File: config.mk
export PLATFORM = sky130hd
export DESIGN_NAME = mems_dac_sequencer
export DESIGN_NICKNAME = d
export VERILOG_FILES = /design/src/rtl/mems_dac_sequencer.sv
export SDC_FILE = /design/constraint.sdc
export NUM_CORES = 1
export LEC_CHECK = 0
export BUFFER_PORTS_ARGS = -buffer_cell sky130_fd_sc_hd__buf_2
export CORE_AREA = 8 8 118 120
export CTS_BUF_LIST = sky130_fd_sc_hd__clkbuf_4
export DETAILED_ROUTE_END_ITERATION = 7
export DIE_AREA = 0 0 126 128
export PLACE_DENSITY = 0.74
export SETUP_SLACK_MARGIN = 0.05
export SLEW_MARGIN = 20
export SYNTH_ARGS = -nofsm -noshare
export SYNTH_HDL_FRONTEND = slang
export SYNTH_SLANG_ARGS = --single-unit
export TNS_END_PERCENT = 20
File: constraint.sdc
create_clock -name clk -period 2.9 [get_ports clk]
set_clock_uncertainty 0.15 [all_clocks]
set_input_delay 0.58 -clock clk [delete_from_list [all_inputs] [get_ports clk]]
set_output_delay 0.58 -clock clk [all_outputs]
set_load 0.1 [all_outputs]
File: src/rtl/mems_dac_sequencer.sv
// Command sequencer for the MEMS mirror DAC: power-on init, then one four-word
// differential frame per accepted (x, y) sample, handshaking with the SPI transmitter.
module mems_dac_sequencer #(
  parameter logic [15:0] BIAS           = 16'd32768,
  parameter logic [15:0] MAX_CODE       = 16'd65535,
  parameter int          STARTUP_CYCLES = 1000
) (
  input  logic        clk,
  input  logic        rst,
  input  logic [15:0] x_in,
  input  logic [15:0] y_in,
  input  logic        sample_valid,
  output logic        sample_ready,
  output logic [23:0] spi_data,
  output logic        spi_start,
  input  logic        spi_busy,
  output logic        init_done,
  output logic        frame_done,
  output logic        clipped
);

  localparam logic [2:0] S_STARTUP    = 3'd0;
  localparam logic [2:0] S_INIT_ISSUE = 3'd1;
  localparam logic [2:0] S_LOAD       = 3'd2;
  localparam logic [2:0] S_SEND       = 3'd3;
  localparam logic [2:0] S_WAIT_HI    = 3'd4;
  localparam logic [2:0] S_WAIT_LO    = 3'd5;
  localparam logic [2:0] S_NEXT       = 3'd6;
  localparam logic [2:0] S_IDLE       = 3'd7;

  localparam int             CW       = (STARTUP_CYCLES > 1) ? $clog2(STARTUP_CYCLES) : 1;
  localparam logic [CW-1:0]  CNT_LAST = CW'(STARTUP_CYCLES - 1);

  logic [2:0]    state;
  logic [CW-1:0] cnt;
  logic [1:0]    idx;
  logic          in_frame;
  logic [15:0]   x_q, y_q;
  logic [15:0]   code_a, code_b, code_c, code_d;

  // Returns {saturated, code}; input is 18-bit signed so BIAS +/- 32768 never wraps.
  function automatic logic [16:0] clamp(input logic signed [17:0] v);
    if (v < 18'sd0)
      return {1'b1, 16'h0000};
    else if (v > $signed({2'b00, MAX_CODE}))
      return {1'b1, MAX_CODE};
    else
      return {1'b0, v[15:0]};
  endfunction

  logic signed [17:0] bias_s, x_s, y_s;
  logic [16:0]        ca, cb, cc, cd;
  logic [1:0]         idx_nxt;
  logic [23:0]        next_word;
  logic               last_word;

  always_comb begin
    bias_s = $signed({2'b00, BIAS});
    x_s    = $signed({{2{x_q[15]}}, x_q});
    y_s    = $signed({{2{y_q[15]}}, y_q});
    ca     = clamp(bias_s + x_s);
    cb     = clamp(bias_s - x_s);
    cc     = clamp(bias_s + y_s);
    cd     = clamp(bias_s - y_s);
  end

  always_comb begin
    idx_nxt   = idx + 2'd1;
    last_word = in_frame ? (idx == 2'd3) : (idx == 2'd2);
    next_word = 24'h280001;
    if (in_frame) begin
      case (idx_nxt)
        2'd1:    next_word = {8'h01, code_b};
        2'd2:    next_word = {8'h02, code_c};
        2'd3:    next_word = {8'h13, code_d};
        default: next_word = {8'h00, code_a};
      endcase
    end else begin
      case (idx_nxt)
        2'd1:    next_word = 24'h380001;
        2'd2:    next_word = 24'h20000F;
        default: next_word = 24'h280001;
      endcase
    end
  end

  assign sample_ready = (state == S_IDLE) && init_done;

  // spi_data is only written on the edge that enters SEND, so it stays put
  // through WAIT_HI/WAIT_LO while the transmitter keeps re-sampling it.
  always_ff @(posedge clk) begin
    if (rst) begin
      state      <= S_STARTUP;
      cnt        <= '0;
      idx        <= 2'd0;
      in_frame   <= 1'b0;
      x_q        <= 16'h0000;
      y_q        <= 16'h0000;
      code_a     <= 16'h0000;
      code_b     <= 16'h0000;
      code_c     <= 16'h0000;
      code_d     <= 16'h0000;
      spi_data   <= 24'h000000;
      spi_start  <= 1'b0;
      init_done  <= 1'b0;
      frame_done <= 1'b0;
      clipped    <= 1'b0;
    end else begin
      spi_start  <= 1'b0;
      frame_done <= 1'b0;
      case (state)
        S_STARTUP: begin
          if (cnt != CNT_LAST)
            cnt <= cnt + CW'(1);
          else if (!spi_busy) begin
            idx      <= 2'd0;
            in_frame <= 1'b0;
            state    <= S_INIT_ISSUE;
          end
        end
        S_INIT_ISSUE: begin
          spi_data  <= 24'h280001;
          spi_start <= 1'b1;
          state     <= S_SEND;
        end
        S_IDLE: begin
          if (sample_valid && sample_ready) begin
            x_q   <= x_in;
            y_q   <= y_in;
            state <= S_LOAD;
          end
        end
        S_LOAD: begin
          code_a    <= ca[15:0];
          code_b    <= cb[15:0];
          code_c    <= cc[15:0];
          code_d    <= cd[15:0];
          clipped   <= ca[16] | cb[16] | cc[16] | cd[16];
          idx       <= 2'd0;
          in_frame  <= 1'b1;
          spi_data  <= {8'h00, ca[15:0]};
          spi_start <= 1'b1;
          state     <= S_SEND;
        end
        S_SEND:    state <= S_WAIT_HI;
        S_WAIT_HI: if (spi_busy) state <= S_WAIT_LO;
        S_WAIT_LO: begin
          if (!spi_busy) begin
            frame_done <= in_frame && (idx == 2'd3);
            state      <= S_NEXT;
          end
        end
        S_NEXT: begin
          if (last_word) begin
            if (!in_frame) init_done <= 1'b1;
            state <= S_IDLE;
          end else begin
            idx       <= idx_nxt;
            spi_data  <= next_word;
            spi_start <= 1'b1;
            state     <= S_SEND;
          end
        end
        default: state <= S_STARTUP;
      endcase
    end
  end

endmodule
After elaboration in Yosys (flattened, before gate mapping)
Index checks and enable logic that the tools add are counted.
{ "op_classes": {"bitwise_logic": 5, "eq_ne": 19, "mux": 30, "reduce_logical": 16, "n_lt_le_gt_ge": 8, "add_sub_neg": 6} }
{ "ops": {"columns": ["cell", "count"], "rows": [
  ["$mux 17", 8],
  ["$gt 18x17->1 const B", 4],
  ["$lt 18x1->1 const B", 4],
  ["$pmux 24 s3", 1],
  ["$pmux 21 s3", 1],
  ["$mux 24", 2],
  ["$pmux 21 s2", 1],
  ["$add 17x16->18 const A", 2],
  ["$sub 17x16->18 const A", 2],
  ["$pmux 3 s7", 1],
  ["$mux 3", 6],
  ["$eq 3x3->1 const B", 4],
  ["$add 10x1->10 const B", 1],
  ["$ne 10x10->1 const B", 1],
  ["$ne 2x2->1 const B", 5],
  ["$eq 2x2->1 const B", 4],
  ["$eq 3x2->1 const B", 2],
  ["$mux 2", 3],
  ["$pmux 2 s3", 1],
  ["$reduce_and 2->1", 3],
  ["$reduce_and 3->1", 2],
  ["$reduce_bool 3->1", 2],
  ["$reduce_and 5->1", 1],
  ["$mux 1", 4],
  ["other kinds (13)", 19]
]} }
{ "word_totals": {"reg_bits": 140, "in_bits": 36, "output_inout_bits": 29, "word_cells": 99} }

Depth between registers and ports, before layout
{ "depth": {"ltp_word": 7, "mapped_depth": 8, "depth_no_buf": 6} }

Worst setup path after synthesis
Ideal clock, no wire load.
{ "synth_path": {"path_type": "reg2reg", "start": "reg init_done", "end": "reg x_q[10]", "stages_incl_launch_ff": 7, "path_buffers": 2, "setup_ns": 0.071, "synth_period_minus_slack_ns": 3.018, "setup_slack_ns": -0.118, "t_arrival_ns": 2.797, "required_ns": 2.679, "cell_sequence": "dfxtp_1 -> and4_1 -> and2_1 -> clkbuf_1 -> clkbuf_1 -> nand2_1 -> a21oi_1"} }
{ "synth_between": {"elab_chain_cells": 3} }
{ "synth_lines": {"columns": ["item", "line", "text"], "rows": [
  ["start, declared", "17", "output logic init_done,"],
  ["start signal, assigned", "105", "init_done <= 1'b0;"],
  ["start signal, assigned", "155", "if (!in_frame) init_done <= 1'b1;"],
  ["$logic_and 1x1->1", "87", "assign sample_ready = (state == S_IDLE) && init_done;"],
  ["via sample_ready", "13", "output logic sample_ready,"],
  ["$logic_and 1x1->1", "127", "if (sample_valid && sample_ready) begin"],
  ["$reduce_and 2->1 (no line)", null, null],
  ["end signal, assigned", "128", "x_q <= x_in;"],
  ["end, declared", "38", "logic [15:0] x_q, y_q;"]
]} }
The timed path passes the listed nets, and every way through them passes these cells.
A chain may end at the register's enable or synchronous reset.

Final worst setup path
{ "layout_path": {"start": "reg state[2]", "end": "out sample_ready"} }
{ "layout_between": {"elab_chain_cells": 2} }
{ "layout_lines": {"columns": ["item", "line", "text"], "rows": [
  ["start, declared", "34", "logic [2:0] state;"],
  ["start signal, assigned", "93", "state <= S_STARTUP;"],
  ["start signal, assigned", "118", "state <= S_INIT_ISSUE;"],
  ["start signal, assigned", "124", "state <= S_SEND;"],
  ["$eq 3x3->1", "87", null],
  ["$logic_and 1x1->1", "87", null],
  ["end, declared", "13", null]
]} }
Every way passes these cells.

==> flow_summary_export.csv <==
group,metric,value,unit
run,maxCapViolCount,0,
sta,post-route-period-util,92.6,%
cts,tritoncts,"built",
placed_design,dp.cells,853,
global_route,gr-total-overflow,0,
power_and_ir_drop,ir_drop,0.000309,V
sta,final_max_slew_viol_count,0,
sta,finalHoldViolations,0,
synth,synth_area_leaders,"dfxtp_1 (43%), nand2_1 (8.7%), a21oi_1 (6.3%)",
cts,numCtsBuffers,17,
worst_setup_path,path_cells,"and4_2 -> buf_2",
placed_design,hpwlAfterDp,10.2,mm
global_route,antenna_found_initial,0,
synth,synth_seq_cells,124,
cts,post_cts_buffers,0,
synth,ys_seq_area_share,43.1,%
synth,synth_top_area_share,43.1,%
sta,worstMarginPinSlew,0.696,ns
cts,cts_root_buffer,"clkbuf_4",
status,status,"finished clean",
worst_setup_path,cpMaxStageDelayCell,"dfxtp_1",
cts,cts_sinks,124,
synth,syn_area_per_cell,8.38,µm²
floorplanning,die_w,126,µm
route,routed_wl,14.4,mm
floorplanning,initial_utilization,47.2,%
synth,async_reset_ff_share,0,%
sta,fmax,0.372,GHz
cts,path_clk_slew,0.10,ns
worst_setup_path,critPathKind,"flop to primary output",
placed_design,gp_congestion,0.898,
route,drcViolationCount,0,
floorplanning,floorplan.die_area,0.0161,mm²
cts,h-tree-depth,4,
worst_setup_path,cp_max_fo,16,
global_route,grt_max_degree,70,
floorplanning,io_pins,65,
worst_hold_path,hold_class,"input port to flop",
sta,tns,0,ns
sta,rsz0062_at_grt,"false",
floorplanning,fp.dieH,128,µm
sta,finalSetupViolCount,0,
sta,relSlewSlack,53.6,%
cts,cts_hold_buf,0,
worst_setup_path,required,2.17,ns
synth,yosysUniqueCellTypes,59,
worst_setup_path,path_delay_family,"flip-flops",
cts,cts.path.max_buffers,2,
synth,synth_edf_count,0,
global_route,grt_pass1_wl,23.6,mm
cells_and_area,nNetsFinal,767,
route,routedWlPerCell,16.3,µm
synth,ys.flop_type,"dfxtp_1",
cells_and_area,area_growth,10.8,%
worst_setup_path,max_stage_delay,0.64,ns
route,dr.first_iter.drc_count,633,
worst_setup_path,cp-end-kind,"primary output",
route,firstDrtPassIters,6,
cells_and_area,final_cells,883,
cells_and_area,antenna_cells,0,
global_route,first_global_vias,4778,
global_route,grt_usage,18.1,%
floorplanning,num_rows,41,
route,vias,5099,
power_and_ir_drop,powerDensity,603,mW/mm²
cts,cts_resized,0,
route,vias_per_cell,5.77,
floorplanning,fp.coreArea,0.0122,mm²
synth,syn_area,0.00576,mm²
worst_setup_path,crit_arrival,1.96,ns
synth,yosysWarnings,0,
placed_design,port_buffers,61,
sta,post-route-min-period,2.69,ns
worst_setup_path,critPathBufInv,1,
synth,synth_area_leader_cell,"dfxtp_1",
cts,insertion_delay,0.53,ns
worst_setup_path,start_kind,"flop",
route,ant_nets,0,
cells_and_area,drive_gt1_share,17.7,%
power_and_ir_drop,p_leak,2.33,nW
synth,netlist_instances,687,
-- state kept, by name, indices dropped and copies added, names as in the netlist --
register and flops:
spi_data 21, code_b 16, code_c 16, code_d 16, x_q 16, y_q 16, cnt 10, code_a 3
state 3, idx 2, clipped 1, frame_done 1, in_frame 1, init_done 1, spi_start 1
-- cells by family after synthesis --
logic type                 after synthesis  share of synthesized area, %
and+or+nand+nor                        277                          22.4
xor gates and xnor gates                32                          4.87
DFF                                    124                          43.1
adders and majority gates                9                          1.96
other                                    1                        0.0651
AOI/OAI and AO/OA                      163                          20.8
buffers and inverters                   74                          5.50
muxes                                    7                          1.24
-- synth_stat cells (all sizes together) (3+ instances only) --
library cell    n
clkbuf         43
nand2b          3
a21oi          72
or3             5
xnor2          17
nor3           15
or4b            3
buf            17
or4             6
a222oi         16
nand2         134
mux2i           6
o41ai           4
nor2b           4
o21ai           5
nor4           12
a21o            3
xor2           15
nor2           66
a221o           3
nand4           4
dfxtp         124
a211oi         30
nand3           9
a2bb2oi        12
inv            14
ha              9
a31oi           7
-- metal layers --
metal / part of all wire, % / track usage [%] / up-vias
met5: 0 / 0 / -
met3: 9.2 / 5.49 / 15
met1: 47 / 24.9 / 2396
li1: - / - / 2488
met4: 1.0 / 6.30 / 0
met2: 43 / 26.1 / 200
-- tightest hold or removal path, cell delays in order --
cell and delay [ns]:
buf_2 0.09, nand2_1 0.05, a21oi_1 0.05
-- layout by cell type, fill, tap and decap left out, types with 10 or more instances in the layout --
| master | count |
|---|---|
| a211oi_1 | 11 |
| a211oi_2 | 19 |
| a21oi_1 | 72 |
| a222oi_1 | 16 |
| a2bb2oi_1 | 12 |
| buf_2 | 60 |
| buf_4 | 13 |
| clkbuf_4 | 18 |
| dfxtp_1 | 124 |
| inv_1 | 14 |
| nand2_1 | 134 |
| nor2_1 | 64 |
| nor3_1 | 14 |
| nor4_1 | 10 |
| xnor2_1 | 17 |
| xor2_1 | 15 |
-- where the power goes --
group	total, W	switching (W)	internal (W)
Sequential	0.00191	0.000100	0.00181
Combinational	0.000753	0.000506	0.000248
Clock	0.00118	0.000604	0.000579
Total	0.00385	0.00121	0.00264
-- final cells by class --
class                           instances  area, µm²
Tap cell                              150        188
Sequential cell                       124       2480
Fill cell                            1156       5830
Clock inverter                         12        130
Inverter                               14       52.6
Timing Repair Buffer                   74        418
Clock buffer                           18        135
Multi-Input combinational cell        491       2970
-- path summary, 6_finish.rpt --
| check | start | cells after the start | endpoint | slack (ns) |
|---|---|---|---|---|
| worst max-delay path | state[2]$_SDFFE_PP0P_ | 2 | sample_ready | 0.21 |
| worst min-delay path | x_in[15] | 3 | x_q[15]$_SDFFE_PP0P_ | 0.13 |
| worst max register to register | x_q[0]$_SDFFE_PP0P_ | 7 | code_b[0]$_SDFFE_PP0P_ | 0.54 |
| worst min register to register | spi_data[21]$_SDFFE_PP0P_ | 2 | spi_data[21]$_SDFFE_PP0P_ | 0.31 |
-- through the flow --
| stage | power [W] | worst slack, ns | utilization [%] | hold slack, ns | cell area, µm² |
|---|---|---|---|---|---|
| 3_3_place_gp | 0.00267 | 0.752 | 50.1 | 0.294 | 6110 |
| 3_5_place_dp | 0.00269 | 0.586 | 50.1 | 0.298 | 6110 |
| 6_report | 0.00385 | 0.215 | 52.2 | 0.128 | 6380 |
| 2_1_floorplan | 0.00252 | 0.141 | - | 0.286 | 5770 |
| 5_1_grt | 0.00402 | 0.116 | 52.2 | 0.0987 | 6380 |
| 4_1_cts | 0.00386 | 0.185 | 52.2 | 0.0893 | 6380 |
Note: power is estimated with default switching activity, not from simulation.
